### config.mk
export PLATFORM = sky130hd
export DESIGN_NAME = reg_file
export DESIGN_NICKNAME = d
export VERILOG_FILES = /design/src/rtl/reg_file_pkg.sv /design/src/rtl/reg_file_scoreboard.sv /design/src/rtl/reg_file.sv
export SDC_FILE = /design/constraint.sdc
export NUM_CORES = 2
export LEC_CHECK = 0
export CORE_MARGIN = 2
export CORE_UTILIZATION = 45
export CTS_CLUSTER_SIZE = 28
export DETAILED_ROUTE_END_ITERATION = 12
export GPL_ROUTABILITY_DRIVEN = 1
export PLACE_DENSITY_LB_ADDON = 0.25
export SETUP_SLACK_MARGIN = 0.2
export SLEW_MARGIN = 40
export SYNTH_ARGS = -nofsm -noshare
export SYNTH_HDL_FRONTEND = slang
export SYNTH_SLANG_ARGS = --single-unit
### constraint.sdc
create_clock -name clk -period 2.1 [get_ports clk]
set_clock_uncertainty 0.15 [all_clocks]
set_input_delay 0.42 -clock clk [delete_from_list [all_inputs] [get_ports clk]]
set_output_delay 0.42 -clock clk [all_outputs]
set_load 0.02 [all_outputs]
### src/rtl/reg_file_pkg.sv
// -----------------------------------------------------------------------------
// reg_file_pkg
// Shared pipeline package for the register file slice.
//   REG_DATA_W : default register width
//   REG_ADDR_W : default register index width (file holds 2**REG_ADDR_W entries)
//   X0_IDX     : hard-wired zero register index
// -----------------------------------------------------------------------------
package reg_file_pkg;

    localparam int REG_DATA_W = 32;
    localparam int REG_ADDR_W = 5;
    localparam int X0_IDX     = 0;

endpackage : reg_file_pkg

### src/rtl/reg_file_scoreboard.sv
// -----------------------------------------------------------------------------
// reg_file_scoreboard
// Pending-write tracker: one bit per register index 1..2**ADDR_W-1.
// Ports:
//   clk, reset        : clock, asynchronous active-low reset
//   i_issue_en/rd     : an issuing instruction that will write i_issue_rd
//   i_wr_accept/wb_rd : a writeback accepted by the register file this cycle
//   i_rs1/2_addr      : source indices being looked up
//   o_rs1/2_busy      : combinational busy flags for the sources
// -----------------------------------------------------------------------------
module reg_file_scoreboard
    import reg_file_pkg::*;
#(
    parameter int ADDR_W = REG_ADDR_W
) (
    input  logic              clk,
    input  logic              reset,
    input  logic              i_issue_en,
    input  logic [ADDR_W-1:0] i_issue_rd,
    input  logic              i_wr_accept,
    input  logic [ADDR_W-1:0] i_wb_rd,
    input  logic [ADDR_W-1:0] i_rs1_addr,
    input  logic [ADDR_W-1:0] i_rs2_addr,
    output logic              o_rs1_busy,
    output logic              o_rs2_busy
);

    localparam int                DEPTH = 2 ** ADDR_W;
    localparam logic [ADDR_W-1:0] X0    = ADDR_W'(X0_IDX);

    // Bit 0 exists only to keep indexing uniform; it is never set.
    logic [DEPTH-1:0] r_pending;
    logic [DEPTH-1:0] w_pending_next;
    logic             w_set;

    // Next pending vector: clear first, then set, so a same-index set wins.
    always_comb begin
        w_pending_next = r_pending;
        w_set          = i_issue_en && (i_issue_rd != X0);
        if (i_wr_accept) begin
            w_pending_next[i_wb_rd] = 1'b0;
        end else begin
            w_pending_next = w_pending_next;
        end
        if (w_set) begin
            w_pending_next[i_issue_rd] = 1'b1;
        end else begin
            w_pending_next = w_pending_next;
        end
        w_pending_next[0] = 1'b0;
    end

    // Pending bit storage.
    always_ff @(posedge clk or negedge reset) begin
        if (!reset) begin
            r_pending <= '0;
        end else begin
            r_pending <= w_pending_next;
        end
    end

    // Busy lookup: a write completing this cycle already resolves the hazard.
    always_comb begin
        o_rs1_busy = 1'b0;
        o_rs2_busy = 1'b0;
        if (i_rs1_addr != X0) begin
            o_rs1_busy = r_pending[i_rs1_addr] && !(i_wr_accept && (i_wb_rd == i_rs1_addr));
        end else begin
            o_rs1_busy = 1'b0;
        end
        if (i_rs2_addr != X0) begin
            o_rs2_busy = r_pending[i_rs2_addr] && !(i_wr_accept && (i_wb_rd == i_rs2_addr));
        end else begin
            o_rs2_busy = 1'b0;
        end
    end

endmodule : reg_file_scoreboard

### src/rtl/reg_file.sv
// -----------------------------------------------------------------------------
// reg_file
// Two-read / one-write register file with registered read ports, writeback
// bypass, hard-wired x0 and an optional pending-write scoreboard.
// Configuration macro: REG_FILE_SCOREBOARD_EN (compiles in the scoreboard;
// without it issue_en/issue_rd are ignored and rs1_busy/rs2_busy are 0).
// Ports:
//   clk, reset                       : clock, asynchronous active-low reset
//   wb_regwrite, wb_rd, wb_result    : writeback port
//   rd_en, stall                     : read capture request / hold
//   rs1_addr, rs2_addr               : source indices
//   rs1_data, rs2_data               : registered read data
//   issue_en, issue_rd               : destination being issued from decode
//   rs1_busy, rs2_busy               : source has an outstanding write
// -----------------------------------------------------------------------------
module reg_file
    import reg_file_pkg::*;
#(
    parameter int DATA_W = REG_DATA_W,
    parameter int ADDR_W = REG_ADDR_W
) (
    input  logic              clk,
    input  logic              reset,
    input  logic              wb_regwrite,
    input  logic [ADDR_W-1:0] wb_rd,
    input  logic [DATA_W-1:0] wb_result,
    input  logic              rd_en,
    input  logic              stall,
    input  logic [ADDR_W-1:0] rs1_addr,
    input  logic [ADDR_W-1:0] rs2_addr,
    output logic [DATA_W-1:0] rs1_data,
    output logic [DATA_W-1:0] rs2_data,
    input  logic              issue_en,
    input  logic [ADDR_W-1:0] issue_rd,
    output logic              rs1_busy,
    output logic              rs2_busy
);

    localparam int                DEPTH = 2 ** ADDR_W;
    localparam logic [ADDR_W-1:0] X0    = ADDR_W'(X0_IDX);

    logic [DATA_W-1:0] r_mem [DEPTH];
    logic [DATA_W-1:0] r_rs1_data;
    logic [DATA_W-1:0] r_rs2_data;
    logic [DATA_W-1:0] w_rs1_next;
    logic [DATA_W-1:0] w_rs2_next;
    logic              w_wr_accept;
    logic              w_rd_capture;

    assign w_wr_accept  = wb_regwrite && (wb_rd != X0);
    assign w_rd_capture = rd_en && !stall;
    assign rs1_data     = r_rs1_data;
    assign rs2_data     = r_rs2_data;

    // Entry storage; x0 is never written so it stays at its reset value of 0.
    always_ff @(posedge clk or negedge reset) begin
        if (!reset) begin
            for (int i = 0; i < DEPTH; i++) begin
                r_mem[i] <= '0;
            end
        end else if (w_wr_accept) begin
            r_mem[wb_rd] <= wb_result;
        end else begin
            r_mem <= r_mem;
        end
    end

    // Read mux with writeback bypass; x0 forced to zero.
    always_comb begin
        w_rs1_next = r_mem[rs1_addr];
        w_rs2_next = r_mem[rs2_addr];
        if (rs1_addr == X0) begin
            w_rs1_next = '0;
        end else if (w_wr_accept && (wb_rd == rs1_addr)) begin
            w_rs1_next = wb_result;
        end else begin
            w_rs1_next = r_mem[rs1_addr];
        end
        if (rs2_addr == X0) begin
            w_rs2_next = '0;
        end else if (w_wr_accept && (wb_rd == rs2_addr)) begin
            w_rs2_next = wb_result;
        end else begin
            w_rs2_next = r_mem[rs2_addr];
        end
    end

    // Registered read ports; stall holds them regardless of rd_en.
    always_ff @(posedge clk or negedge reset) begin
        if (!reset) begin
            r_rs1_data <= '0;
            r_rs2_data <= '0;
        end else if (w_rd_capture) begin
            r_rs1_data <= w_rs1_next;
            r_rs2_data <= w_rs2_next;
        end else begin
            r_rs1_data <= r_rs1_data;
            r_rs2_data <= r_rs2_data;
        end
    end

`ifdef REG_FILE_SCOREBOARD_EN
    reg_file_scoreboard #(
        .ADDR_W (ADDR_W)
    ) u_scoreboard (
        .clk         (clk),
        .reset       (reset),
        .i_issue_en  (issue_en),
        .i_issue_rd  (issue_rd),
        .i_wr_accept (w_wr_accept),
        .i_wb_rd     (wb_rd),
        .i_rs1_addr  (rs1_addr),
        .i_rs2_addr  (rs2_addr),
        .o_rs1_busy  (rs1_busy),
        .o_rs2_busy  (rs2_busy)
    );
`else
    // Issue inputs have no consumer in this build.
    logic w_unused_issue;
    assign w_unused_issue = ^{issue_en, issue_rd};
    assign rs1_busy       = 1'b0;
    assign rs2_busy       = 1'b0;
`endif

endmodule : reg_file
; ---- Word-level counts from Yosys, hierarchy flattened
; Cells that the tools add are included.
; Widths: inputs -> output; s select.
[totals]
ff_bits = 1088
latch_bits = 0
ramBits = 0
rom_bits = 0
inputBits = 58
out_inout_bits = 66
word_cells = 65
memories = 0
[classes]
add_sub_neg = 0
multipliers = 0
div_mod_pow = 0
order_cmp = 4
eq_ne = 2
shifts = 0
n_mux = 13
n_bitwise = 3
n_reduce_logical = 9
[op_table]
columns = operator, count
row1 = $bwmux 1024, 1
row2 = $bmux 32 s5, 2
row3 = $mux 32, 9
row4 = $demux 32 s5, 1
row5 = $ge 6x6->1 const B, 3
row6 = $not 5->6, 3
row7 = $eq 5x5->1, 2
row8 = $logic_not 5->1, 2
row9 = $lt 6x1->1 const B, 1
row10 = $logic_and 1x1->1, 5
row11 = $reduce_bool 5->1, 1
row12 = $logic_not 1->1, 1

; ---- Logic depth before layout (Yosys ltp)
[depth]
depth_word = 6
ltp_mapped = 10
ltp_nobuf = 5

; ---- Worst setup path after synthesis
; Ideal clock, no wire load.
[synth_path]
path_kind = input to register
startpoint = input port rs2_addr[0]
endpoint = register r_rs2_data[15] (netlist: rs2_data[15])
arrival_ps = 2194
setup_slack_ps = -367
stages = 7
path_cell_list = clkbuf_1 -> clkbuf_1 -> buf_2 -> mux4_2 -> a22oi_1 -> nand2_1 -> a211o_1
[synth_via]
elab_chain_cells = 6
[synth_lines]
columns = item, line_no
row1 = start: declaration, reg_file.sv:30  ; input logic [ADDR_W-1:0] rs2_addr,
row2 = $not 5->6 (not written as such), reg_file.sv:84  ; w_rs2_next = r_mem[rs2_addr];
row3 = $bmux 32 s5, reg_file.sv:84
row4 = $mux 32 (not written as such) (2 in series), reg_file.sv:84
row5 = $mux 32, reg_file.sv:81  ; end else if (w_wr_accept && (wb_rd == rs2_addr)) begin
row6 = $mux 32 *, reg_file.sv:79  ; if (rs2_addr == X0) begin
row7 = end signal: assignment, reg_file.sv:95  ; r_rs2_data <= w_rs2_next;
row8 = end signal: assignment, reg_file.sv:98  ; r_rs2_data <= r_rs2_data;
row9 = end: declaration, reg_file.sv:44  ; logic [DATA_W-1:0] r_rs2_data;
; Mark *: on every way between the ends. The rest lies on a longest branch, timed or not. The select of a mux whose other input is x is not followed.
; A chain may end at the register's enable or synchronous reset.

; ---- Worst setup path in the final report
[layout_path]
startpoint = register r_mem[478] (netlist name)
endpoint = register r_rs1_data[30] (netlist: rs1_data[30])
[layout_via]
elab_chain_cells = 5
[layout_lines]
columns = item, line_no
row1 = start: declaration, reg_file.sv:42  ; logic [DATA_W-1:0] r_mem [DEPTH];
row2 = start signal: indexed assignment, reg_file.sv:62  ; r_mem[wb_rd] <= wb_result;
row3 = start signal: assignment, reg_file.sv:64  ; r_mem <= r_mem;
row4 = $bmux 32 s5, reg_file.sv:77  ; w_rs1_next = r_mem[rs1_addr];
row5 = $mux 32 (not written as such) (2 in series), reg_file.sv:77
row6 = $mux 32, reg_file.sv:74  ; end else if (w_wr_accept && (wb_rd == rs1_addr)) begin
row7 = $mux 32, reg_file.sv:72  ; if (rs1_addr == X0) begin
row8 = end signal: assignment, reg_file.sv:94  ; r_rs1_data <= w_rs1_next;
row9 = end signal: assignment, reg_file.sv:97  ; r_rs1_data <= r_rs1_data;
row10 = end: declaration, reg_file.sv:43  ; logic [DATA_W-1:0] r_rs1_data;
; No other way between the ends. The select of a mux whose other input is x is not followed.

==> results.tsv <==
metric	value	unit
antenna_cells	0	
layout.area.seq	27300	µm²
die-area	126000	µm²
cellLeakagePower	0.0301	µW
final_cell_mix	dfrtp_1, o21ai_0, nand2_1	
ir_drop	0.000836	V
multi_input_area	26900	µm²
max_freq	467	MHz
worst_path_largest_cell_delay	0.50	ns
chipWidth	355	µm
synth-xor-area-share	0.158	%
cts_made_buffers	116	
wl	193000	µm
drt_iter0_drc	4629	
finalSetupViolCount	1	
syn_inst	4373	
num-nets-final	4813	
maxCapViolCount	0	
r2r_end	rs1_data[30]	
path_clk_slew	0.06	ns
grt_pass1_wl	285000	µm
final_common_cell	dfrtp_1	
ys_seq_area_share	49.1	%
yosys_most_used_dff	dfrtp_1	
synthAdderAreaFrac	0	%
yosysWarningCount	0	
timing.rr.start	r_mem[478]	
tightest_slew	0.563	ns
grt-ovfl-total	0	
ff2ff_path_depth	5	
worstHoldPathType	in2async	
syn-cell-area	55400	µm²
critPathKind	reg2reg	
hold_viol	0	
cp_max_fo	2	
hpwlAfterDp	132000	µm
drive_above_1_share	40.4	%
syn_area_per_cell	12.7	µm²
start_util	45.4	%
cp_top_family	compound AO/OA/AOI/OAI gates	
setup-tns-final	-0.0411	ns
cts_root_buf	clkbuf_16	
ctsHtreeMaxLevel	3	
crit_required	2.56	ns
core	122000	µm²
status	finished with violations	
end_kind	register	
synth_top_family_by_area	multiplexers	
cts.path.max_buffers	3	
ys_types	46	
muxShareOfSynthArea	31.3	%
crit_arrival	2.60	ns
powerDensity	938	nW/µm²
drv_slew	0	
remaining_drc_errors	0	
clkLatencyLatePin	0.75	ns
min_period	2.14	ns
cts_tree	yes	
io_pins	124	
violations	negative setup slack	
row_count	128	
drt_first_pass_iters	5	
wl_per_cell	29.7	µm
max_slew_margin	62.1	%
vias	41000	
synth_edf_count	0	
cts_sinks	1088	
vias_per_cell	6.33	
cpMaxStageDelayCell	mux4_2	
rsz0062_at_grt	yes	
grt.total_usage	30.7	%
port_buffers	115	
fill_cells	10200	
worst_slack	-0.0411	ns
reg2reg_slack	-0.04	ns
gp_congestion	0.944	
syn_to_final_growth	23.2	%
die_h	355	µm
synthSimpleGateAreaFrac	4.83	%
start_kind	register	
synth_seq_cells	1088	
ant_nets	0	
worstPathCellList	mux4_2 > nor2b_1 > a2111oi_2 > nor4_1 > a221o_1	
synth-compound-area-share	10.8	%
cp_num_buf_inv	0	
grt_max_degree	83	
p_total	64000	µW
grt_pass1_vias	41900	
async_reset_ff_share	100	%
antenna_found_initial	1	
min_period_over_period	102	%
==> synth_stat cells, drive strengths merged (15+ instances only) <==
cell type	instances	area, µm²
mux2i	171	1710
nand2	567	2130
inv	33	124
clkbuf	307	1150
o211a	15	150
nor2b	20	125
nor2	27	101
mux2	512	5770
dfrtp	1088	27200
o22ai	93	582
a211oi	15	113
a22oi	192	1440
buf	143	822
a21oi	48	240
a211o	46	403
o21ai	575	2880
mux4	437	9840
==> sequential cells by signal, summed over array words and instances, names as in the netlist <==
name      count
rs2_data     32
r_mem      1024
rs1_data     32
==> cell families (layout without fill, tap and decap cells) <==
group	count (synthesis)	in the layout
AOI/OAI and AO/OA	1008	1008
xor gates and xnor gates	10	10
buffers and inverters	484	965
DFF	1088	1088
muxes	1120	1120
other	1	2
and+or+nand+nor	662	662
==> cell type report <==
cell class | instances | area share (%)
multi-input combinational | 2802 | 39.4
tap | 1625 | 2.98
timing repair buffer | 713 | 11.4
inverter | 34 | 0.194
clock buffer | 166 | 5.03
sequential | 1088 | 39.9
clock inverter | 52 | 1.01
==> worst max path at each step <==
| stage | from | end | slack (ns) | depth (start not counted) |
|---|---|---|---|---|
| finish | r_mem[478] | rs1_data[30] | -0.04 | 5 |
| global route | r_mem[158] | rs1_data[30] | -0.06 | 5 |
| CTS | r_mem[158] | rs1_data[30] | -0.03 | 5 |
| detailed placement | rs1_addr[4] | rs1_data[2] | -0.90 | 9 |
| global placement | rs1_addr[4] | rs1_data[2] | -0.92 | 9 |
| floorplan | rs1_addr[0] | rs1_data[30] | -0.16 | 7 |
==> power by group <==
part,internal [µW],switching [µW],total (µW)
Combinational,7600,5970,13600
Sequential,24900,3320,28200
Clock,13300,8910,22200
==> through the flow <==
step           area [µm²]  std cells  setup slack [ns]  utilization [%]  hold WS [ns]
3_3_place_gp        63100       6221            -0.916             51.7         0.200
6_report            68300       6480           -0.0411             55.9        0.0554
4_1_cts             67900       6469           -0.0262             55.7        0.0110
3_5_place_dp        63100       6222            -0.899             51.7         0.200
5_1_grt             68300       6480           -0.0648             55.9        0.0290
2_1_floorplan       56700       4374            -0.161                -       -0.0256
==> what timing repair did <==
item / in CTS / in global routing
endpoints found under the hold margin: 831 / 0
resized for setup: 485 / 70
pin swaps: 18 / 14
gates cloned: 7 / 1
endpoints found under the setup margin: 472 / 136
setup buffers: 21 / 10
hold buffers: 1 / 0
==> layer usage <==
metal | share of wire [%] | global-route usage, %
met2 | 46 | 47.4
met4 | 5.3 | 14.8
met3 | 8.7 | 6.97
met1 | 40 | 41.3
met5 | 0 | 0
No activity file was read; power rests on OpenSTA's default activity.
==> edit: new RTL, same flow settings <==
Add a define of `REG_FILE_SCOREBOARD_EN`.
--- a/src/rtl/reg_file.sv
+++ b/src/rtl/reg_file.sv
@@ -14,4 +14,6 @@
 //   rs1_busy, rs2_busy               : source has an outstanding write
 // -----------------------------------------------------------------------------
+`define REG_FILE_SCOREBOARD_EN
+
 module reg_file
     import reg_file_pkg::*;
Function: not settled (the Yosys comparison gave no result); the edit may change what the design does.
==> edit against the unedited design <==
The flow still finishes with violations (negative setup slack); worst hold slack gained 0.15 ns; register-to-register slack gained 0.14 ns; critical path depth is the same; die area grew 5.0%; sequential cell count grew 31; first-iteration DRC count shrank 4.9%; highest routed layer is now met5; area after synthesis grew 5.1%; wire length grew 7.9%; final area grew 5.5%; setup slack lost 1.0 ns; critical path type is now reg -> out; combinational power grew 7%; sequential power grew 3%; power grew 5.9%; largest power group unchanged.
==> edit: results (changes against the unedited design) <==
hpwl dp=132000 um (about the same); slack of the critical path=-1.07 ns (-1.03 ns); worst slew pin tran=0.669 ns (+0.107 ns); clk sinks=1119 (+2.8%); HP Class=in -> reg; dpl ws=-0.935 ns (-0.0359 ns); sequential share of power=42.9% (-1.2 points); CP Class=reg -> out; final setup vio count=2 (+1); Num CTS Buffers=131 (+13%); Seq/Total Area, Yosys=48.1% (-1.0 points); count of plain and timing-repair buffers=663 (-7.0%); Tot GR Track Use=31.1% (+0.37 points); largest net degree at the start of global routing=112 (+35%); synthesized net count=just under 4000; ClkCell Share=6.31% (+0.26 points); Clock Latency Late Sink=0.76 ns; mux contribution to synthesized area=40.9% (+9.6 points); layout cells sized above 1=55.6% (+15 points); #MultiIn Comb=2305 (-18%); drt first pass iters=6 (+1); Reg with most FFs=r_mem; clock-net power=0.0241 W (+9%); clock slew at reported path FFs=0.06 ns (about the same); first-pass GRT wire length=294000 um (+3.2%); initial antenna violation count=6 (+5); wire per inst=34.3 um (+16%); final net count=4280 (-11%); gpl congestion=0.884 (-6.3%); clk_buf instances=193 (+16%); Synth Area in XOR/XNOR=0.150% (-0.0077 points); sequential share of cell area=38.9% (-1.0 points); largest fanout on the critical path=3 (+1); sequential power=0.0291 W (+3%); PortBufs=123 (+7.0%); layout inverter count without the clock tree=2 (-94%); FILL cells=10000 (-1.3%); Static Leakage=32.0 nW (+6.2%); H-tree lvl count=4 (+1); CP delay by family, top=multiplexers; area occupied by multi-input gates=0.0292 mm2 (+8.4%); via count=39900 (-2.8%); Layout Area Growth over Synthesis=23.7%; Ant. Diodes=2 (+2); Compound-Gate Fraction of Synth Area=4.74% (-6.1 points); status=finished, violations left; buffer share of cell area=11.2% (-0.18 points); initial DRC count=4404 (-4.9%); Netlist cell types=58 (+26%); Post-synth top cells=1119 x dfrtp_1, 846 x mux2_2, 522 x mux4_2, 198 x clkbuf_1, 139 x buf_2; VDD IR max=0.922 mV (+10%); violated checks=negative setup slack; top post-synthesis cells by area=dfrtp_1 48%, mux4_2 20%, mux2_2 16%; Internal Power=0.0494 W (+7.9%)
-- edit: cell families (layout without fill, tap and decap cells) --
family | after synthesis | after routing
other | 0 | 2
multiplexers | 1605 | 1605
flip-flops | 1119 | 1119
buffers and inverters | 433 | 896
AND/OR/NAND/NOR | 277 | 277
AO/OA/AOI/OAI | 413 | 413
XOR/XNOR | 10 | 10
-- edit: worst paths after layout --
kind | end | cells after the start | slack (ns) | start
setup / recovery | rs1_busy | 5 | -1.07 | u_scoreboard.r_pending[6]
hold / removal | u_scoreboard.r_pending[15] | 5 | 0.20 | wb_regwrite
setup reg to reg | rs1_data[23] | 5 | 0.10 | r_mem[823]
hold reg to reg | r_mem[1016] | 0 | 0.25 | r_mem[1016]
max in group asynchronous | r_mem[455] | 3 | 0.85 | reset
min in group asynchronous | r_mem[573] | 3 | 0.25 | reset
-- edit: per-layer routing --
metal,GRT usage [%],share of wire (%)
met5,0,0.028
met4,13.2,4.6
met3,6.86,8.4
met2,48.0,47
met1,42.6,40
-- edit: timing repair --
action / CTS / global route
hold endpoints to repair: 1107 / 0
pin swaps: 17 / 11
hold buffers: 1 / 0
setup buffers: 43 / 40
endpoints found under the setup margin: 379 / 175
gates cloned: 11 / 12
gates resized for setup: 477 / 45
-- edit: through the flow --
| stage | setup TNS, ns | instance area (um2) | cells |
|---|---|---|---|
| 4_1_cts | -2.14 | 71300 | 5997 |
| 6_report | -2.13 | 72000 | 6051 |
| 5_1_grt | -2.21 | 72000 | 6050 |
| 2_1_floorplan | -16.63 | 59900 | 3857 |
| 3_3_place_gp | -504.41 | 65700 | 5711 |
| 3_5_place_dp | -523.68 | 65700 | 5711 |
